==> config.mk <==
export PLATFORM = sky130hd
export DESIGN_NAME = vga_color_stage
export DESIGN_NICKNAME = d
export VERILOG_FILES = /design/src/rtl/vga_color_stage.sv
export SDC_FILE = /design/constraint.sdc
export NUM_CORES = 1
export LEC_CHECK = 0
export CAP_MARGIN = 10
export CORE_UTILIZATION = 35
export CTS_BUF_LIST = sky130_fd_sc_hd__clkbuf_8
export CTS_CLUSTER_DIAMETER = 30
export DETAILED_ROUTE_END_ITERATION = 7
export PLACE_DENSITY = 0.67
export SLEW_MARGIN = 40
export SYNTH_ARGS = -nofsm -noshare
export SYNTH_HDL_FRONTEND = slang
export SYNTH_SLANG_ARGS = --single-unit
export TNS_END_PERCENT = 30
==> constraint.sdc <==
create_clock -name Clk -period 3.3 [get_ports Clk]
set_input_delay 0.99 -clock Clk [delete_from_list [all_inputs] [get_ports Clk]]
set_output_delay 0.99 -clock Clk [all_outputs]
set_load 0.01 [all_outputs]
==> src/rtl/vga_color_stage.sv <==
// Colour-output stage: window/edge test, pattern source select, border overlay
// and a fixed-latency output pipeline feeding the DAC pins.
module vga_color_stage #(
  parameter int COLOR_WIDTH   = 4,
  parameter int DATA_WIDTH    = 3*COLOR_WIDTH,
  parameter int REZ_MAX_WIDTH = 11,
  parameter int PIPE_DEPTH    = 2,
  parameter int BAR_W         = 80,
  parameter int CHECK_SHIFT   = 5
) (
  input  logic                     Clk,
  input  logic                     Rst,
  input  logic [DATA_WIDTH-1:0]    Data,
  input  logic [REZ_MAX_WIDTH-1:0] Count_h,
  input  logic [REZ_MAX_WIDTH-1:0] Count_v,
  input  logic [REZ_MAX_WIDTH-1:0] H_left_margin,
  input  logic [REZ_MAX_WIDTH-1:0] H_right_margin,
  input  logic [REZ_MAX_WIDTH-1:0] V_left_margin,
  input  logic [REZ_MAX_WIDTH-1:0] V_right_margin,
  input  logic [1:0]               Mode,
  input  logic [DATA_WIDTH-1:0]    Solid_color,
  input  logic                     Border_en,
  input  logic [DATA_WIDTH-1:0]    Border_color,
  output logic [COLOR_WIDTH-1:0]   Red,
  output logic [COLOR_WIDTH-1:0]   Green,
  output logic [COLOR_WIDTH-1:0]   Blue,
  output logic                     Active_out
);

  localparam int BPX_W = (BAR_W > 1) ? $clog2(BAR_W) : 1;
  localparam logic [BPX_W-1:0] BAR_LAST = BPX_W'(BAR_W - 1);

  logic [1:0]               mode_sh_q, mode_sh_d;
  logic                     border_sh_q, border_sh_d;
  logic [BPX_W-1:0]         bar_px_q, bar_px_d;
  logic [2:0]               bar_idx_q, bar_idx_d;
  logic                     frame_start, active, on_edge, left_col, chk;
  logic [REZ_MAX_WIDTH-1:0] dh, dv;
  logic [DATA_WIDTH-1:0]    bar_pix, pix_d;
  logic [DATA_WIDTH-1:0]    pix_q [PIPE_DEPTH];
  logic                     act_q [PIPE_DEPTH];

  // The frame-start pixel already uses the freshly loaded mode/border.
  assign frame_start = (Count_h == '0) && (Count_v == '0);
  assign mode_sh_d   = frame_start ? Mode : mode_sh_q;
  assign border_sh_d = frame_start ? Border_en : border_sh_q;

  assign active = (Count_h >= H_left_margin) && (Count_h <= H_right_margin) &&
                  (Count_v >= V_left_margin) && (Count_v <= V_right_margin);
  assign left_col = (Count_h == H_left_margin);
  assign on_edge  = active && (left_col || (Count_h == H_right_margin) ||
                    (Count_v == V_left_margin) || (Count_v == V_right_margin));

  assign dh  = Count_h - H_left_margin;
  assign dv  = Count_v - V_left_margin;
  assign chk = 1'((dh ^ dv) >> CHECK_SHIFT);

  always_comb begin
    bar_px_d  = bar_px_q;
    bar_idx_d = bar_idx_q;
    if (active) begin
      if (left_col) begin
        bar_px_d  = '0;
        bar_idx_d = '0;
      end else if (bar_px_q == BAR_LAST) begin
        bar_px_d  = '0;
        bar_idx_d = bar_idx_q + 3'd1;
      end else begin
        bar_px_d = bar_px_q + 1'b1;
      end
    end
  end

  // Colour follows the updated index so every bar is exactly BAR_W pixels wide.
  assign bar_pix = {{COLOR_WIDTH{~bar_idx_d[0]}},
                    {COLOR_WIDTH{~bar_idx_d[2]}},
                    {COLOR_WIDTH{~bar_idx_d[1]}}};

  always_comb begin
    pix_d = '0;
    if (active) begin
      if (on_edge && border_sh_d) begin
        pix_d = Border_color;
      end else begin
        case (mode_sh_d)
          2'd0:    pix_d = Data;
          2'd1:    pix_d = Solid_color;
          2'd2:    pix_d = bar_pix;
          default: pix_d = chk ? '0 : {DATA_WIDTH{1'b1}};
        endcase
      end
    end
  end

  always_ff @(posedge Clk or posedge Rst) begin
    if (Rst) begin
      mode_sh_q   <= '0;
      border_sh_q <= 1'b0;
      bar_px_q    <= '0;
      bar_idx_q   <= '0;
      for (int i = 0; i < PIPE_DEPTH; i++) begin
        pix_q[i] <= '0;
        act_q[i] <= 1'b0;
      end
    end else begin
      mode_sh_q   <= mode_sh_d;
      border_sh_q <= border_sh_d;
      bar_px_q    <= bar_px_d;
      bar_idx_q   <= bar_idx_d;
      pix_q[0]    <= pix_d;
      act_q[0]    <= active;
      for (int i = 1; i < PIPE_DEPTH; i++) begin
        pix_q[i] <= pix_q[i-1];
        act_q[i] <= act_q[i-1];
      end
    end
  end

  assign Red        = pix_q[PIPE_DEPTH-1][COLOR_WIDTH-1:0];
  assign Green      = pix_q[PIPE_DEPTH-1][2*COLOR_WIDTH-1:COLOR_WIDTH];
  assign Blue       = pix_q[PIPE_DEPTH-1][DATA_WIDTH-1:2*COLOR_WIDTH];
  assign Active_out = act_q[PIPE_DEPTH-1];

endmodule
==> results of run 1 <==
-- state kept, by name (all words and copies together) (netlist names), 2 cells and up --
name	flops
Blue	4
pix_q	12
bar_idx_q	3
Green	4
mode_sh_q	2
bar_px_q	7
Red	4
-- Yosys cell counts (2+ instances only) --
library cell  number
a211oi_1           3
a21o_1             6
a21oi_1           26
a221o_1            4
a22o_1             3
a32o_1             3
buf_2              4
buf_4             12
clkbuf_1           2
dfrtp_1           39
ha_1              46
inv_1             48
mux2_2             2
nand2_1           28
nand2b_1           3
nand3_1            7
nand3b_1           4
nand4_1            7
nor2_1            12
nor2b_1            5
nor3_1             9
nor4_1             7
o21ai_0           17
o221a_2           11
or4_1              5
xnor2_1            4
-- kinds of logic after synthesis --
group                    count (synthesis)
XOR/XNOR                                 5
flip-flops                              39
AND/OR/NAND/NOR                         95
buffers and inverters                   67
AO/OA/AOI/OAI                           82
multiplexers                             4
adder cells (fa/ha/maj)                 46
-- path summary, 6_finish.rpt --
check,from,endpoint,cells past startpoint
setup / recovery,V_right_margin[7],pix_q[16],12
hold / removal,pix_q[16],Green[0],0
setup reg to reg,bar_px_q[0],pix_q[19],10
hold reg to reg,pix_q[16],Green[0],0
max in group asynchronous,Rst,pix_q[16],3
min in group asynchronous,Rst,Blue[0],3
-- area by class of cell --
| cell class | instances | area [sq um] |
|---|---|---|
| clock inverter | 3 | 46.3 |
| timing repair buffer | 200 | 1690 |
| sequential | 39 | 976 |
| inverter | 49 | 191 |
| clock buffer | 5 | 68.8 |
| fill | 611 | 2660 |
| tap | 105 | 131 |
| multi-input combinational | 232 | 2580 |
-- stage by stage --
stage | total power [mW] | worst slack (ns) | cell area [sq um]
finish | 1.59 | -0.0382 | 5680
global route | 1.66 | -0.112 | 5680
CTS | 1.49 | 0.00113 | 5370
detailed placement | 1.00 | -0.704 | 4730
global placement | 0.988 | -0.640 | 4730
floorplan | 0.749 | 0.0457 | 3060
-- routing by layer --
layer,up-vias,part of all wire,track usage
li1,1590,-,-
met2,149,0.51,0.407
met1,1566,0.39,0.248
met3,30,0.065,0.0391
met5,-,0,0
met4,0,0.032,0.0871
-- power groups by stage --
stage	Sequential (mW)	Combinational, mW	Clock (mW)
floorplan	0.545	0.204	0
global placement	0.549	0.439	0
global route	0.547	0.679	0.438
CTS	0.541	0.532	0.416
detailed placement	0.550	0.453	0
finish	0.541	0.629	0.417
-- worst max-delay path, cell delays in order --
cell and delay, ns:
clkdlybuf4s15_1 0.18, inv_2 0.05, ha_4 0.25, nand4_1 0.19, nor3_2 0.33, nor3_2 0.09
or4_4 0.57, buf_8 0.16, inv_8 0.05, nand4b_1 0.10, a32o_2 0.29, o221a_2 0.25
-- timing repair --
item,in CTS,in global routing
gates cloned,1,0
endpoints found under the setup margin,23,17
setup buffers,13,6
resized for setup,160,146
pin swaps,55,61
hold endpoints to repair,0,0
==> results.cfg, run 1 <==
[outcome]
outcome = finished with violations
violations = negative setup slack

[cts]
cts_sinks = 39
h-tree-depth = 2
root_buffer = clkbuf_8
clk_latency_ns = 0.30
cts_hold_buf = 0
cts_tree = built
cts_buffer_depth = 2
cts_buffers = 5
clk_pin_slew_worst_paths_ns = 0.08

[worst_setup_path]
cp_max_fo = 7
cp.arrival_ns = 3.52
required_ns = 3.48
path_class = in -> reg
ff2ff_setup_slack_ns = 1.03
endpoint_kind = register
start_kind = input pin

[final_layout]
post-route-util = 0.681
area_delta_synth_final_pct = 85.9
diodes = 0
drive_gt1_frac = 0.513
stdcell_count = 633
final_common_cell = buf_4
nets = 680
layout_common_cells = buf_4 (76), clkdlybuf4s50_1 (54), inv_2 (40), dfrtp_1 (39), ha_4 (38)

[die]
die_area_sq_um = 9110
core_area_sq_um = 8340
fp.dieH_um = 95.4
std_cell_rows = 33
initial_core_util = 0.366
die_w_um = 95.4
ioPinCount = 120

[sta]
finClkSkew_ns = 0.00922
tightestPinTransition_ns = 0.473
finalWorstSetupSlack_ns = -0.0382
relSlewSlack = 0.685
fin_tns_setup_ns = -0.0691
holdWs_ns = 0.345
final_max_slew_viol_count = 0
setup_viol = 4
fmax_mhz = 300
fin_crit_sh = 1.01
hold_viol = 0
post-route-min-period_ns = 3.34

[global_routing]
grt_start_max_net_pins = 40
grtUsageTotal = 0.220
grt_pass1_wl_um = 15400
antenna_found_initial = 0
grt.overflow.total = 0
grt_pass1_vias = 3447

[placed_design]
port_buffers = 119
globalplace.congestion = 0.849
hpwlAfterDp_um = 7150
place_inst = 605

[synthesis]
synth_seq_cells = 39
synth_mux_area_frac = 0.0180
synth_top_flop_cell = dfrtp_1
ys_async_sr_fraction = 1.00
synth_top_family_by_area = compound AO/OA/AOI/OAI gates
synthSimpleGateAreaFrac = 0.168
synth_area_leader_cell = dfrtp_1
syn_avg_cell_area_sq_um = 9.04
synth_compound_area_frac = 0.193
synth_fa_ha_area_frac = 0.188
netlist_area_sq_um = 3060
synthesis.nets = 491
synth_xor_area_frac = 0.0143
synth.top_cells.by_area = dfrtp_1 (32%), ha_1 (19%), inv_1 (5.9%)
synth_edf_count = 0
seq_area_frac_synth = 0.319
syn_inst = 338
ys_warn_count = 0
ys_types = 47
yosysTopAreaCellShare = 0.319

[pwr]
power.internal_mw = 1.09
p_leak_nw = 2.62
comb_power_share = 0.396
switchingPower_uw = 495
clockPowerShare = 0.263
ir_drop_mv = 0.213
switching_share = 0.312
power.density_nw_per_um2 = 279
p_seq_frac = 0.341

[drt]
num_vias = 3335
wire_per_inst_um = 17.6
drt_iter0_drc = 148
drtPass1Iterations = 4
antenna_left = 0
drc = 0
avgViaCountPerCell = 5.27
routed_wl_um = 11200

[job]
maxCapViolCount = 0

[worst_hold_path]
hold_path_class = reg -> reg
Power figures use the tool's default switching activity.
==> run 2, diff against run 1 <==
--- a/config.mk
+++ b/config.mk
@@ -10,6 +10,7 @@
 export CTS_BUF_LIST = sky130_fd_sc_hd__clkbuf_8
 export CTS_CLUSTER_DIAMETER = 30
 export DETAILED_ROUTE_END_ITERATION = 7
+export GPL_TIMING_DRIVEN = 0
 export PLACE_DENSITY = 0.67
 export SLEW_MARGIN = 40
 export SYNTH_ARGS = -nofsm -noshare
==> constraint.sdc (replaced) <==
create_clock -name Clk -period 4.05 [get_ports Clk]
set_input_delay 1.215 -clock Clk [delete_from_list [all_inputs] [get_ports Clk]]
set_output_delay 1.215 -clock Clk [all_outputs]
set_load 0.01 [all_outputs]
==> results.cfg, run 2 (same netlist as run 1, synthesis figures left out) <==
[die]
die_area_sq_um = 9110
std_cell_rows = 33
die_w_um = 95.4
fp.dieH_um = 95.4
initial_core_util = 0.366
ioPinCount = 120
core_area_sq_um = 8340

[cts]
cts_buffer_depth = 2
cts_sinks = 39
clk_pin_slew_worst_paths_ns = 0.08
cts_tree = built
clk_latency_ns = 0.30
cts_buffers = 5
h-tree-depth = 2
cts_hold_buf = 0
root_buffer = clkbuf_8

[sta]
setup_viol = 0
finClkSkew_ns = 0.0121
rsz0062_at_grt = false
hold_viol = 0
finalWorstSetupSlack_ns = 0.0761
tightestPinTransition_ns = 0.696
final_max_slew_viol_count = 0
post-route-min-period_ns = 3.97
fmax_mhz = 252
fin_crit_sh = 0.981
relSlewSlack = 0.532

[placed_design]
dpl_worst_slack_ns = -0.339
port_buffers = 119
globalplace.congestion = 0.845
place_inst = 563
hpwlAfterDp_um = 6890
dpl_cell_area_sq_um = 4410

[global_routing]
grt.overflow.total = 0
antenna_found_initial = 0
grt_pass1_wl_um = 12400
grt_start_max_net_pins = 22
grt_pass1_vias = 2793
grtUsageTotal = 0.176

[final_layout]
largest_register_ff_count = 12
post-route-util = 0.548
nets = 619
diodes = 0
drive_gt1_frac = 0.118
stdcell_count = 572
area_delta_synth_final_pct = 49.7
max_flop_register = pix_q
register_area_sq_um = 976
fill_cells = 777
reg.largest.list = pix_q x12, bar_px_q x7
multi_input_area_sq_um = 1820
stdcell_area_sq_um = 4570
layout_common_cells = clkdlybuf4s50_1 (118), inv_1 (47), ha_1 (46), dfrtp_1 (39), nand2_1 (28)
final_common_cell = clkdlybuf4s50_1

[worst_setup_path]
cp.arrival_ns = 4.15
start_kind = input pin
path_cells = clkdlybuf4s50_1 -> ha_1 -> nand4_1 -> nor3_2 -> nor3_1 -> or4_1 -> buf_2 -> inv_4 -> nand4b_1 -> a32o_1 -> o221a_2
path_buf_inv = 3
critical-path-top-delay-family = simple AND/OR/NAND/NOR gates
endpoint_kind = register
ff2ff_setup_slack_ns = 1.40
path_class = in -> reg
cp_max_fo = 10
crit_slowest_cell = or4_1
required_ns = 4.23
cpPeakStageDelay_ns = 0.49

[drt]
drtPass1Iterations = 4
avgViaCountPerCell = 5.09
num_vias = 2910
antenna_left = 0
wire_per_inst_um = 14.5
routed_wl_um = 8300
drt_iter0_drc = 124
drc = 0

[pwr]
p_leak_nw = 2.16
power.density_nw_per_um2 = 244
ir_drop_mv = 0.131

[job]
maxCapViolCount = 0

[worst_hold_path]
hold_path_class = reg -> reg

[outcome]
outcome = complete, no violations
[run 2: cell types whose count changed in the layout (fill, tap and decap cells not counted), sizes merged]
cell / before / now
buf: 90 / 18
dlygate4sd2: 8 / 0
clkdlybuf4s15: 11 / 0
clkdlybuf4s50: 54 / 118
clkbuf: 28 / 7
dlymetal6s2s: 14 / 1
[run 2: metal layers]
metal	up-vias	track usage	routed length (um)
met4	0	0.0535	140
met2	109	0.301	3890
met5	-	0	0
met3	11	0.0295	544
met1	1329	0.226	3720
li1	1461	-	-
[run 2: cell type report]
type                       instances  share of cell area
timing repair buffer             121               0.269
buffer                            18              0.0257
inverter                          49              0.0408
multi-input combinational        232               0.398
clock inverter                     3              0.0101
sequential                        39               0.213
clock buffer                       5              0.0150
tap                              105              0.0287
[run 2: worst register-to-register path: cells and delay by family (launching register included)]
kind	cells	cell delay [ns]
and+or+nand+nor	5	1.21
muxes	1	0.46
DFF	1	0.41
adders and majority gates	1	0.21
xor gates and xnor gates	1	0.17
AOI/OAI and AO/OA	1	0.12
[run 2: worst paths after layout]
path / from / end / cells past startpoint
setup / recovery: Count_v[6] / pix_q[17] / 11
hold / removal: pix_q[17] / Green[1] / 0
setup reg to reg: bar_px_q[0] / pix_q[19] / 9
hold reg to reg: pix_q[17] / Green[1] / 0
max in group asynchronous: Rst / mode_sh_q[0] / 3
min in group asynchronous: Rst / pix_q[23] / 2
[run 2: where the power goes]
group / internal (mW) / total [mW] / switching, mW
Combinational: 0.196 / 0.341 / 0.145
Sequential: 0.421 / 0.443 / 0.0226
Clock: 0.186 / 0.332 / 0.147
Total: 0.802 / 1.12 / 0.314
[run 2: stage by stage]
stage / setup TNS [ns] / power (mW) / hold slack, ns
after floorplan: 0 / 0.611 / 0.331
after global placement: -2.55 / 0.769 / 0.333
after detailed placement: -3.91 / 0.786 / 0.335
after CTS: 0 / 1.12 / 0.349
after global routing: 0 / 1.18 / 0.352
final: 0 / 1.12 / 0.350
[run 2: what timing repair did]
item | CTS | global route
gates resized for setup | 1 | 9
endpoints found under the setup margin | 6 | 12
setup buffers | 0 | 1
pin swaps | 0 | 4
gates cloned | 0 | 0
